==> src/rtl/anim_frame_ctrl.sv <==
// Frame-sequencing controller: DRAW -> CHECK -> WAIT -> ERASE -> LOAD over NUM_OBJ sprites, with a game-over hold.
// Optional build macro ANIM_PAUSE_EN lets the pause input freeze the WAIT frame timer.
module anim_frame_ctrl #(
  parameter int FRAME_TICKS = 1666667,
  parameter int PIX_CNT     = 16,
  parameter int NUM_OBJ     = 2,
  parameter int PIX_W       = (PIX_CNT > 1) ? $clog2(PIX_CNT) : 1,
  parameter int OBJ_W       = (NUM_OBJ > 1) ? $clog2(NUM_OBJ) : 1
) (
  input  logic             clk,
  input  logic             reset_n,
  input  logic             touch_edge,
  input  logic             restart,
  input  logic             pause,
  output logic             plot,
  output logic [1:0]       op,
  output logic             move_en,
  output logic             load_coord,
  output logic [OBJ_W-1:0] obj_sel,
  output logic [PIX_W-1:0] pix_idx,
  output logic             game_over
);

  localparam int WAIT_W = (FRAME_TICKS > 1) ? $clog2(FRAME_TICKS) : 1;

  localparam logic [2:0] S_DRAW  = 3'd0;
  localparam logic [2:0] S_CHECK = 3'd1;
  localparam logic [2:0] S_WAIT  = 3'd2;
  localparam logic [2:0] S_ERASE = 3'd3;
  localparam logic [2:0] S_LOAD  = 3'd4;
  localparam logic [2:0] S_OVER  = 3'd5;

  localparam logic [PIX_W-1:0]  PIX_LAST  = PIX_W'(PIX_CNT - 1);
  localparam logic [OBJ_W-1:0]  OBJ_LAST  = OBJ_W'(NUM_OBJ - 1);
  localparam logic [WAIT_W-1:0] WAIT_LAST = WAIT_W'(FRAME_TICKS - 1);

  logic [2:0]        state;
  logic [PIX_W-1:0]  pix_q;
  logic [OBJ_W-1:0]  obj_q;
  logic [WAIT_W-1:0] wait_q;

  logic sweep, pix_end, pass_end, wait_hold, wait_end, over_exit;

`ifdef ANIM_PAUSE_EN
  assign wait_hold = pause;
`else
  // pause is a dead input in this build; folded to zero so the port stays wired
  assign wait_hold = pause & 1'b0;
`endif

  assign sweep     = (state == S_DRAW) || (state == S_ERASE) || (state == S_OVER);
  assign pix_end   = (pix_q == PIX_LAST);
  assign pass_end  = sweep && pix_end && (obj_q == OBJ_LAST);
  assign wait_end  = (state == S_WAIT) && !wait_hold && (wait_q == WAIT_LAST);
  assign over_exit = (state == S_OVER) && restart;

  always_ff @(posedge clk) begin
    if (!reset_n) begin
      state <= S_DRAW;
    end else begin
      case (state)
        S_DRAW:  if (pass_end) state <= S_CHECK;
        S_CHECK: state <= touch_edge ? S_OVER : S_WAIT;
        S_WAIT:  if (wait_end) state <= S_ERASE;
        S_ERASE: if (pass_end) state <= S_LOAD;
        S_LOAD:  state <= S_DRAW;
        S_OVER:  if (restart) state <= S_DRAW;
        default: state <= S_DRAW;
      endcase
    end
  end

  // Sprite/pixel sweep; outside the plotting states the counters sit at zero
  always_ff @(posedge clk) begin
    if (!reset_n || over_exit || !sweep) begin
      pix_q <= '0;
      obj_q <= '0;
    end else if (pix_end) begin
      pix_q <= '0;
      obj_q <= (obj_q == OBJ_LAST) ? '0 : obj_q + 1'b1;
    end else begin
      pix_q <= pix_q + 1'b1;
    end
  end

  always_ff @(posedge clk) begin
    if (!reset_n || state != S_WAIT) begin
      wait_q <= '0;
    end else if (!wait_hold) begin
      wait_q <= (wait_q == WAIT_LAST) ? '0 : wait_q + 1'b1;
    end
  end

  assign plot       = sweep;
  assign op         = (state == S_ERASE) ? 2'b01 : (state == S_OVER) ? 2'b10 : 2'b00;
  assign move_en    = (state == S_DRAW) || (state == S_WAIT) || (state == S_ERASE);
  assign load_coord = (state == S_LOAD);
  assign game_over  = (state == S_OVER);
  assign obj_sel    = obj_q;
  assign pix_idx    = pix_q;

endmodule

==> config.mk <==
export PLATFORM = sky130hd
export DESIGN_NAME = anim_frame_ctrl
export DESIGN_NICKNAME = d
export VERILOG_FILES = /design/src/rtl/anim_frame_ctrl.sv
export SDC_FILE = /design/constraint.sdc
export NUM_CORES = 1
export LEC_CHECK = 0
export ABC_CLOCK_PERIOD_IN_PS = 2200
export BUFFER_PORTS_ARGS = -buffer_cell sky130_fd_sc_hd__buf_4
export CAP_MARGIN = 20
export CELL_PAD_IN_SITES_DETAIL_PLACEMENT = 0
export CELL_PAD_IN_SITES_GLOBAL_PLACEMENT = 2
export CORE_UTILIZATION = 34
export DETAILED_ROUTE_END_ITERATION = 6
export PLACE_DENSITY_LB_ADDON = 0.1
export SLEW_MARGIN = 20
export SYNTH_ARGS = -nofsm -noshare
export SYNTH_HDL_FRONTEND = slang
export SYNTH_SLANG_ARGS = --single-unit
==> constraint.sdc <==
create_clock -name clk -period 2.2 [get_ports clk]
set_input_delay 0.44 -clock clk [delete_from_list [all_inputs] [get_ports clk]]
set_output_delay 0.44 -clock clk [all_outputs]
set_load 0.05 [all_outputs]
==> results.tsv <==
metric	value	unit
cts-resized-gates	0	
tritoncts	done	
finalCritPeriodShare	0.8846	
final_cell_area	1760	um^2
synth.area.top_cells	dfxtp_1, nor2_1, xnor2_1	
die_area	4667	um^2
drive_above_1_share	0.1919	
syn_inst	178	
gp_congestion	0.7626	
grtUsageTotal	0.1586	
start_kind	flip-flop	
cts_inserted_buffers	5	
min_period	1.946	ns
yosys.area.top_type	dfxtp_1	
netlist.area_leader.share	0.3883	
max_clock_freq	513.8	MHz
clock_latency	0.28	ns
io_buffers	14	
hold_viol_final	0	
area_growth	17.74	%
hpwl	2339	um
root_buffer	clkbuf_8	
overflow	0	
first_iter_violations	75	
clk_pin_slew	0.06	ns
power_leakage	0.5921	nW
ant_nets	0	
placedInstanceArea	1678	um^2
die_h	68.32	um
ctsHoldBuffers	0	
grt_pass1_wl	5382	um
max_slew.worst_pin.slew	0.5657	ns
slew_headroom	0.6189	
fin_skew	0.005509	ns
hp-class	input pin to flip-flop	
num_vias	1313	
ys_ff_latch	29	
yosysUniqueCellTypes	43	
insertedDiodeCount	0	
syn-num-nets	186	
setup_tns	0	ns
initial_core_util	0.3633	
ir_drop	437.6	uV
status	finished, final reports clean	
antenna_found_initial	0	
finalSetupViolations	0	
slew_viol_final	0	
die_x	68.32	um
synth-edff-count	0	
rsz0062_at_grt	no	
ctsLongestPathBuffers	2	
fin_nets	205	
critPathArrivalTime	2.16	ns
synth.most_common_cell	dfxtp_1	
powerDensity	568.4	nW/um^2
cts_sinks	29	
drc	0	
grt_max_degree	17	
worstSetupPathType	flip-flop to flip-flop	
synth_common_cells	dfxtp_1, nor2_1, a21oi_1	
required	2.42	ns
postSynth.asyncResetShare	0	
yosysSeqAreaShare	0.3883	
first_global_vias	1204	
core_area	4115	um^2
wire_per_inst	12.61	um
num_io_pins	16	
cp_max_fo	6	
synth_flop_cell	dfxtp_1	
htreeDepth	2	
firstDrtPassIters	4	
rows	23	
yosysWarnings	0	
maxCapViolations	0	
critPathCaptureType	flip-flop	
drt-vias-per-instance	5.294	
synth_area	1495	um^2
wl	3127	um
post_cts_buffers	0	
syn_area_per_cell	8.400	um^2
-- cells in the final DEF, fill, tap and decap left out, types with 5 or more instances in the layout --
master and count:
nor2_1 22, dfxtp_1 29, nand4_1 7, xor2_1 7, clkbuf_8 5, xnor2_1 8, o21ai_0 7, nand2_1 9
nand3_1 8, buf_4 20, a21oi_1 13
-- report_power, final --
group          leakage [nW]  total [mW]  internal [mW]  switching (mW)
Sequential            0.234       0.536          0.530         0.00610
Clock                0.0450       0.420          0.219           0.201
Combinational         0.313      0.0447         0.0164          0.0283
-- layout make-up --
type	count	area [um^2]
clock buffer	6	72.57
clock inverter	2	10.01
fill	441	2355
inverter	4	15.01
multi-input combinational	137	869.6
sequential	29	580.6
tap	50	62.56
timing repair buffer	20	150.1
-- stage by stage --
| step | total power, mW | instances | setup slack (ns) | hold slack, ns | util |
|---|---|---|---|---|---|
| after detailed placement | 0.5927 | 240 | 0.2727 | 0.4784 | 0.4077 |
| final | 1.001 | 248 | 0.2538 | 0.4383 | 0.4278 |
| after floorplan | 0.5758 | 178 | 0.3513 | 0.4409 | - |
| after global placement | 0.5904 | 240 | 0.2922 | 0.4555 | 0.4077 |
| after CTS | 1.019 | 248 | 0.2522 | 0.4283 | 0.4278 |
| after global routing | 1.039 | 248 | 0.1493 | 0.4279 | 0.4278 |
-- worst max-delay path: stages (launching register included) --
cell	delay (ns)
dfxtp_1	0.39
ha_1	0.25
nand4_1	0.15
or4_4	0.48
or4_1	0.48
a21oi_1	0.14
-- sequential cells by signal, indices dropped and copies added (netlist names) --
name,flops
wait_q,21
pix_idx,4
obj_sel,1
state,3
-- layer usage --
layer,global-route usage,up-vias,part of all wire
li1,-,680,-
met1,0.2008,616,0.51
met2,0.2439,12,0.44
met3,0.04500,5,0.025
met4,0.07813,0,0.020
met5,0,-,0
-- kinds of logic (layout without fill, tap and decap cells) --
logic type	after synthesis	in the layout	synth area share
AOI/OAI and AO/OA	31	31	0.1239
xor gates and xnor gates	15	15	0.08787
adders and majority gates	3	3	0.02511
buffers and inverters	12	32	0.03346
DFF	29	29	0.3883
muxes	1	1	0.006695
and+or+nand+nor	87	87	0.3347
-- final timing paths --
| kind | slack [ns] | to | startpoint | depth (start not counted) |
|---|---|---|---|---|
| max | 0.25 | wait_q[20]$_SDFF_PP0_ | wait_q[0]$_SDFF_PP0_ | 5 |
| min reg2reg | 0.49 | wait_q[0]$_SDFF_PP0_ | wait_q[0]$_SDFF_PP0_ | 1 |
| min | 0.44 | state[1]$_SDFFE_PN0P_ | reset_n | 2 |
| max reg2reg | 0.25 | wait_q[20]$_SDFF_PP0_ | wait_q[0]$_SDFF_PP0_ | 5 |
Power figures use the tool's default switching activity.
